## src/rtl/morse_disp_pkg.sv

```systemverilog
// Shared types, code constants and the character-to-segment table for the
// Morse display buffer.
package morse_disp_pkg;

    localparam int CODE_W   = 6;
    localparam int N_DIGITS = 8;
    localparam int SEG_W    = 8 * N_DIGITS;

    typedef logic [CODE_W-1:0] code_t;
    typedef logic [7:0]        seg_t;

    localparam code_t CODE_BLANK = 6'd0;
    localparam code_t CODE_A     = 6'd1;
    localparam code_t CODE_DIG0  = 6'd27;
    localparam code_t CODE_DASH  = 6'd37;

    localparam seg_t SEG_BLANK = 8'h00;
    localparam seg_t SEG_DASH  = 8'h02;

    typedef enum logic [1:0] {
        CMD_NONE,
        CMD_CLR,
        CMD_BKSP,
        CMD_PUSH
    } cmd_e;

    // clr outranks bksp, which outranks char_valid; losers are dropped.
    function automatic cmd_e decode_cmd(input logic clr, input logic bksp,
                                        input logic char_valid);
        if (clr)             return CMD_CLR;
        else if (bksp)       return CMD_BKSP;
        else if (char_valid) return CMD_PUSH;
        else                 return CMD_NONE;
    endfunction

    // Pattern bits {a,b,c,d,e,f,g,dp}; dp is always 0 here. Letters that have
    // no clean 7-segment form use the usual lowercase or nearest shape.
    function automatic seg_t char_to_seg(input code_t code);
        case (code)
            6'd0:  return SEG_BLANK;
            6'd1:  return 8'hEE;  // A
            6'd2:  return 8'h3E;  // b
            6'd3:  return 8'h9C;  // C
            6'd4:  return 8'h7A;  // d
            6'd5:  return 8'h9E;  // E
            6'd6:  return 8'h8E;  // F
            6'd7:  return 8'hBC;  // G
            6'd8:  return 8'h6E;  // H
            6'd9:  return 8'h0C;  // I
            6'd10: return 8'h78;  // J
            6'd11: return 8'hAE;  // K
            6'd12: return 8'h1C;  // L
            6'd13: return 8'hA8;  // M
            6'd14: return 8'h2A;  // n
            6'd15: return 8'h3A;  // o
            6'd16: return 8'hCE;  // P
            6'd17: return 8'hE6;  // q
            6'd18: return 8'h0A;  // r
            6'd19: return 8'hB6;  // S
            6'd20: return 8'h1E;  // t
            6'd21: return 8'h7C;  // U
            6'd22: return 8'h38;  // v
            6'd23: return 8'h54;  // W
            6'd24: return 8'h6E;  // X
            6'd25: return 8'h76;  // y
            6'd26: return 8'hDA;  // Z
            6'd27: return 8'hFC;  // 0
            6'd28: return 8'h60;  // 1
            6'd29: return 8'hDA;  // 2
            6'd30: return 8'hF2;  // 3
            6'd31: return 8'h66;  // 4
            6'd32: return 8'hB6;  // 5
            6'd33: return 8'hBE;  // 6
            6'd34: return 8'hE0;  // 7
            6'd35: return 8'hFE;  // 8
            6'd36: return 8'hF6;  // 9
            default: return SEG_DASH;  // 37 and every illegal code
        endcase
    endfunction

endpackage

```

## src/rtl/morse_char_to_seg.sv

```systemverilog
// Combinational decode of one character code to its segment pattern (dp = 0).
module morse_char_to_seg
    import morse_disp_pkg::*;
(
    input  logic [CODE_W-1:0] code,
    output logic [7:0]        seg
);

    assign seg = char_to_seg(code);

endmodule

```

## src/rtl/morse_disp_buf.sv

```systemverilog
// Eight-character right-aligned display buffer with backspace/clear and a
// blinking rightmost dp while a symbol is being keyed.
module morse_disp_buf
    import morse_disp_pkg::*;
#(
    parameter int BLINK_CYCLES = 50_000_000
) (
    input  logic              clk,
    input  logic              rst,
    input  logic              char_valid,
    input  logic [CODE_W-1:0] char_code,
    input  logic              bksp,
    input  logic              clr,
    input  logic              keying,
    output logic [SEG_W-1:0]  seg_data,
    output logic [3:0]        char_count,
    output logic              full
);

    localparam int             CNT_W    = $clog2(BLINK_CYCLES);
    localparam logic [CNT_W-1:0] CNT_LAST = CNT_W'(BLINK_CYCLES - 1);
    localparam logic [3:0]     COUNT_MAX = 4'(N_DIGITS);

    code_t            chars_q [N_DIGITS];
    logic [3:0]       count_q;
    logic [CNT_W-1:0] blink_cnt_q;
    logic             phase_q;
    cmd_e             cmd;
    seg_t             pats [N_DIGITS];
    logic [SEG_W-1:0] seg_next;

    assign cmd = decode_cmd(clr, bksp, char_valid);

    // NOTE: the character array is reset explicitly because a blank display
    // after reset depends on every slot holding CODE_BLANK, not on power-up.
    always_ff @(posedge clk) begin
        if (rst) begin
            for (int i = 0; i < N_DIGITS; i++) chars_q[i] <= CODE_BLANK;
            count_q <= '0;
        end else begin
            // NOTE: non-blocking assignments make every shift read the
            // pre-edge neighbour, so the loop order does not matter.
            case (cmd)
                CMD_CLR: begin
                    for (int i = 0; i < N_DIGITS; i++) chars_q[i] <= CODE_BLANK;
                    count_q <= '0;
                end
                CMD_BKSP: begin
                    if (count_q != 4'd0) begin
                        for (int i = 1; i < N_DIGITS; i++) chars_q[i] <= chars_q[i-1];
                        chars_q[0] <= CODE_BLANK;
                        count_q    <= count_q - 4'd1;
                    end
                end
                CMD_PUSH: begin
                    for (int i = 0; i < N_DIGITS - 1; i++) chars_q[i] <= chars_q[i+1];
                    chars_q[N_DIGITS-1] <= char_code;
                    if (count_q != COUNT_MAX) count_q <= count_q + 4'd1;
                end
                default: ;
            endcase
        end
    end

    // Free-running blink timebase; keying only gates the dp, never the count.
    always_ff @(posedge clk) begin
        if (rst) begin
            blink_cnt_q <= '0;
            phase_q     <= 1'b0;
        end else if (blink_cnt_q == CNT_LAST) begin
            blink_cnt_q <= '0;
            phase_q     <= ~phase_q;
        end else begin
            blink_cnt_q <= blink_cnt_q + 1'b1;
        end
    end

    for (genvar g = 0; g < N_DIGITS; g++) begin : g_digit
        morse_char_to_seg u_dec (
            .code (chars_q[g]),
            .seg  (pats[g])
        );
    end

    // NOTE: seg_next gets a full default first so no bit can infer a latch.
    always_comb begin
        seg_next = '0;
        for (int i = 0; i < N_DIGITS; i++) begin
            seg_next[SEG_W-1-8*i -: 8] = pats[i];
        end
        seg_next[0] = keying & phase_q;
    end

    always_ff @(posedge clk) begin
        if (rst) seg_data <= '0;
        else     seg_data <= seg_next;
    end

    assign char_count = count_q;
    assign full       = (count_q == COUNT_MAX);

endmodule

```

## config.mk

```make
export PLATFORM = sky130hd
export DESIGN_NAME = morse_disp_buf
export DESIGN_NICKNAME = d
export VERILOG_FILES = /design/src/rtl/morse_disp_pkg.sv /design/src/rtl/morse_char_to_seg.sv /design/src/rtl/morse_disp_buf.sv
export SDC_FILE = /design/constraint.sdc
export NUM_CORES = 1
export LEC_CHECK = 0
export CAP_MARGIN = 0
export CORE_MARGIN = 1
export CORE_UTILIZATION = 30
export CTS_BUF_LIST = sky130_fd_sc_hd__clkbuf_4
export DETAILED_ROUTE_END_ITERATION = 10
export PLACE_DENSITY = 0.49
export SYNTH_ARGS = -nofsm -noshare
export SYNTH_HDL_FRONTEND = slang
export SYNTH_MEMORY_MAX_BITS = 65536
export SYNTH_SLANG_ARGS = --single-unit
```

## constraint.sdc

```tcl
create_clock -name clk -period 3.1 [get_ports clk]
set_clock_uncertainty 0.15 [all_clocks]
set_input_delay 0.62 -clock clk [delete_from_list [all_inputs] [get_ports clk]]
set_output_delay 0.62 -clock clk [all_outputs]
set_load 0.1 [all_outputs]
```

# After elaboration in Yosys (flattened, before gate mapping)
# Memories as Yosys holds them, arrays and structs flattened. A register that Yosys moved wholly into a read port is not among the register bits.
# Index checks and enable logic that the tools add are counted.
[op_classes]
mux = 42
n_div = 0
order_cmp = 0
n_addsub = 3
bitwise_logic = 26
n_eq_ne = 8
shifts = 0
reduce_logical = 4
multipliers = 0
[op_table]
columns = ["cell", "count"]
rows = [
  ["$mux W6", 24],
  ["$add A26 B1 Y26 const B", 1],
  ["$eq A26 B26 Y1 const B", 1],
  ["$or A1 B1 Y1", 24],
  ["$mux W1", 12],
  ["$pmux W4 S3", 1],
  ["$mux W4", 2],
  ["$mux W2", 3],
  ["$add A4 B1 Y4 const B", 1],
  ["$eq A2 B2 Y1 const B", 2],
  ["$eq A4 B4 Y1 const B", 1],
  ["$ne A2 B2 Y1 const B", 2],
  ["$ne A4 B4 Y1 const B", 1],
  ["$reduce_bool A4 Y1", 1],
  ["$sub A4 B1 Y4 const B", 1],
  ["$reduce_and A3 Y1", 1],
  ["$reduce_bool A3 Y1", 1],
  ["$eq A2 B1 Y1 const B", 1],
  ["$reduce_or A2 Y1", 1],
  ["$and A1 B1 Y1", 1],
  ["$not A1 Y1", 1],
]
[totals]
mem_bits_rw = 48
romBits = 3584
output_inout_bits = 69
regBits = 95
elab_cells = 96
latch_bits = 0
mem_count = 9
[memory_table]
columns = ["name", "depth", "word_bits", "read_ports", "rd_clocked_by_memory_dff", "wr", "line_no", "text"]
rows = [
  ["(name not given)", 64, 7, 1, 1, 0, "morse_disp_pkg.sv:39", "case (code)"],
  ["(name not given)", 64, 7, 1, 1, 0, "morse_disp_pkg.sv:39", ""],
  ["(name not given)", 64, 7, 1, 1, 0, "morse_disp_pkg.sv:39", ""],
  ["(name not given)", 64, 7, 1, 1, 0, "morse_disp_pkg.sv:39", ""],
  ["(name not given)", 64, 7, 1, 1, 0, "morse_disp_pkg.sv:39", ""],
  ["(name not given)", 64, 7, 1, 1, 0, "morse_disp_pkg.sv:39", ""],
  ["+3 memories", "n/a", "n/a", "n/a", "n/a", "n/a", "n/a", ""],
]

# Longest topological paths before layout
[logic_depth]
depth_word = 10
ltp_mapped = 8

# Hierarchy
# A second synthesis with hierarchy kept.
[hier_totals]
hier_cells = 1105
area_unflattened_um2 = 9984.6
[by_module_without_submodules]
columns = ["module", "n_inst", "area_each_um2", "seq_area_each_um2", "cells_each"]
rows = [
  ["morse_disp_buf", 1, 5165.0, 3283.1, 438],
  ["morse_char_to_seg (g_digit[2].u_dec ...)", 6, 599.3, 0.0, 82],
  ["morse_char_to_seg (g_digit[0].u_dec)", 1, 631.9, 0.0, 89],
  ["morse_char_to_seg (g_digit[1].u_dec)", 1, 591.8, 0.0, 86],
]

# Worst setup path before layout
# Ideal clock, no wire load.
[synth_path]
path_type = "flip-flop to output port"
startpoint = "reg count_q[3] (netlist: char_count[3])"
endpoint = "out full"
stages_incl_launch_ff = 3
path_slack_ns = 0.446
t_required_ns = 2.330
t_arrival_ns = 1.884
path_cell_list = "dfxtp_1 > nand2_1 > inv_1"
[synth_via]
elab_chain_len = 1
[synth_lines]
columns = ["element", "line_no", "text"]
rows = [
  ["start, declared", "morse_disp_buf.sv:25", "logic [3:0] count_q;"],
  ["start signal, assigned", "morse_disp_buf.sv:52", "count_q <= count_q - 4'd1;"],
  ["start signal, assigned", "morse_disp_buf.sv:58", "if (count_q != COUNT_MAX) count_q <= count_q + 4'd1;"],
  ["$eq A4 B4 Y1", "morse_disp_buf.sv:100", "assign full = (count_q == COUNT_MAX);"],
  ["end, declared", "morse_disp_buf.sv:17", "output logic full"],
]
# No other way between the ends.

# Worst setup path in the final report
[layout_path]
startpoint = "reg count_q[0] (netlist: char_count[0])"
endpoint = "out full"
# Same word-level chain as after synthesis.

==> metrics.md <==
| Metric | Value |
|---|---|
| Status | `complete, no violations` |
| Flop pwr share | `42.6%` |
| Post-synthesis cell type count | `65` |
| DR vias | `7,904` |
| Hold Vio Cnt, Final | `0` |
| Drt initial violations | `516` |
| First-pass GRT wire length | `39.6 mm` |
| Hold Path Depth | `1` |
| Final Hold Slack | `0.352 ns` |
| Clk Latency, worst-skew pair | `about 0.56 ns` |
| Period minus WS final | `about 2.4 ns` |
| Die height | `178 um` |
| Leak | `0.00408 uW` |
| Commonest cells after routing, fill and taps aside | `nor2_1, dfxtp_1, buf_4` |
| Path depth of the worst reg2reg path | `5` |
| Largest net degree at the start of global routing | `49` |
| H-tree depth | `4` |
| NumNets Final | `1,185` |
| # IOs | `81` |
| Drt wl/cell | `16.2 um` |
| Cell taking the most area after synthesis | `dfxtp_1` |
| Die ar. | `31,700 um^2` |
| Vias in the first global route | `7,286` |
| Residual DRC | `0` |
| 1st-pass router iterations | `5` |
| Final Slew Violations | `0` |
| WP depth | `4` |
| Worst Hold Class | `flip-flop to flip-flop` |
| Cts hold-fix bufs | `0` |
| Sum of negative setup slack | `0 ns` |
| Top delay family on crit path | `flip-flops` |
| Final setup vio count | `0` |
| Total track usage | `15.7%` |
| Synthesized instance count | `1,075` |
| Clk sink count | `~140` |
| Crit. End Element | `output port` |
| CP Cell Sequence | `nor3_1 -> nand2_1 -> inv_1 -> buf_4` |
| Area Overhead vs Synth | `12.5%` |
| Psw | `2150 uW` |
| Net Sw Frac | `42.6%` |
| Synth Area per Inst | `8.65 um^2` |
| Internal | `2900 uW` |
| Worst r2r dst | `seg_data[49]$_SDFF_PP0_` |
| Peak VDD IR | `0.221 mV` |
| FF+latch count, synth | `136` |
| PwrDens | `483 nW/um^2` |
| EDFF count, synth | `42` |
| Cell Area, Synth | `9300 um^2` |
| Worst slew margin | `32.5%` |
| CTS Buffer Depth | `2` |
| Commonest non-fill, non-tap cell in the layout | `nor2_1` |
| Top post-synthesis cells by area | `dfxtp_1, edfxtp_1, ha_1` |
| Worst-Margin Slew | `1.01 ns` |
| Slowest cell on the critical path | `dfxtp_1` |
| Die X-Extent | `178 um` |
| I/O Buffers | `73` |
| Register area share after synthesis | `33.8%` |
| Rows | `64` |
| CTS tree | `done` |
| Clock buffer count from CTS | `17` |
| Max stage delay on crit path | `~0.4 ns` |
| Worst Path Required | `2.33 ns` |
| Initial core utilization | `30.5%` |
| Asr flop ratio synth | `0%` |
| Clock Power Share | `a little under a quarter` |
| Buffers & Inverters on Critical Path | `2` |
| Placed cell count | `1,482` |
| Layout cells sized above 1 | `14.4%` |
| Critical Path AT | `approximately 1.6 ns` |
| Setup Crit Path Kind | `flip-flop to output port` |
| Worst reg2reg startpoint | `chars_q[0][8]$_DFFE_PP_` |
| Initial antenna violation count | `1` |
| Max frequency | `0.415 GHz` |
| Vias per inst | `5.22` |
| Clock slew at reported path FFs | `0.13 ns` |
| Top-area cell type share of the netlist area | `between 20% and 30%` |
| Max-Cap Viols | `0` |
| Worst reg-to-reg setup slack | `0.76 ns` |
| Min-delay src | `blink_cnt_q[0]$_SDFF_PP0_` |
| Post-Layout Cell Count | `between 1,500 and 2,000` |
| Total Wirelength | `24.5 mm` |
| Synth warn | `0` |
| ANT nets after route | `0` |
| RD Place Congestion | `0.796` |
| Unrepaired setup endpoints after global routing | `no` |
| Register Area | `3140 um^2` |
| GRT overflow | `0` |
| Post-cts resize count | `0` |
| Area used by multi-input combinational logic | `5650 um^2` |
| HPWL Detailed | `17.1 mm` |
| Setup bufs post-CTS | `0` |
| Combinational power share | `34.0%` |
| Startpoint Class | `flip-flop` |
| Core area | `30,500 um^2` |
| Clock tree root driver cell | `clkbuf_4` |
| Fillers | `3,182` |
| Post-synth top flop | `dfxtp_1` |
| Hold path endpoint | `blink_cnt_q[0]$_SDFF_PP0_` |
| Crit share post-route | `between 70% and 80%` |
| Largest fanout on the critical path | `7` |
[synthesized netlist by cell type, drive strengths merged (13+ instances only)]
cell type	instances
a211oi	18
a21o	14
a21oi	70
a22o	43
buf	33
clkbuf	59
dfxtp	94
edfxtp	42
ha	67
inv	36
mux2i	20
mux4	15
nand2	73
nand2b	33
nand3	30
nor2	110
nor2b	19
nor3	19
o211ai	17
o21ai	72
o31ai	13
xor2	18
[state kept, by name, summed over array words and instances (netlist names)]
signal and cells:
seg_data 57, phase_q 1, chars_q 48, blink_cnt_q 26, char_count 4
[power groups by stage]
stage	Sequential, uW	Combinational [uW]	Clock [uW]
floorplan	2740	783	0
global placement	2200	1730	0
detailed placement	2190	1720	0
CTS	2160	1720	1240
global route	2180	1830	1300
finish	2150	1720	1180
[area by class of cell]
cell class / instances / area share, %
diodes: 1 / 0.0239
well taps: 396 / 4.74
repair buffers: 97 / 7.41
flip-flops and latches: 136 / 30.0
clock inverters: 12 / 1.10
clock buffers: 19 / 1.36
inverters: 36 / 1.29
multi-input cells: 817 / 54.0
[through the flow]
step	setup slack (ns)	total power [uW]	utilization, %	cell area [um^2]
6_report	0.690	5060	34.3	10500
5_1_grt	0.557	5320	34.3	10500
4_1_cts	0.619	5120	34.3	10500
3_5_place_dp	0.196	3910	33.4	10200
3_3_place_gp	0.227	3920	33.4	10200
2_1_floorplan	0.446	3520	-	9320
[metal layers]
| layer | GRT usage (%) | share of wire [%] |
|---|---|---|
| met5 | 0 | 0 |
| met4 | 4.17 | 1.3 |
| met3 | 2.54 | 3.0 |
| met2 | 26.5 | 48 |
| met1 | 20.7 | 47 |
[worst max path at each step]
| stage | startpoint | to | slack [ns] |
|---|---|---|---|
| finish | char_count[0]$_SDFFE_PP0P_ | full | 0.69 |
| global placement | bksp | char_count[2]$_SDFFE_PP0P_ | 0.23 |
| floorplan | char_count[3]$_SDFFE_PP0P_ | full | 0.45 |
| global route | char_count[1]$_SDFFE_PP0P_ | full | 0.56 |
| CTS | char_count[1]$_SDFFE_PP0P_ | full | 0.62 |
| detailed placement | bksp | char_count[2]$_SDFFE_PP0P_ | 0.20 |
[kinds of logic (layout without fill, tap and decap cells)]
family	Yosys count	count (layout)	synth area share [%]
simple gates	345	345	18.0
compound gates	324	324	23.5
flops	136	136	33.8
buf+inv	128	164	5.83
fa+ha+maj	68	68	9.23
mux	44	44	6.87
xor+xnor	29	29	2.73
other cells	1	8	0.0403
Power figures use the tool's default switching activity.
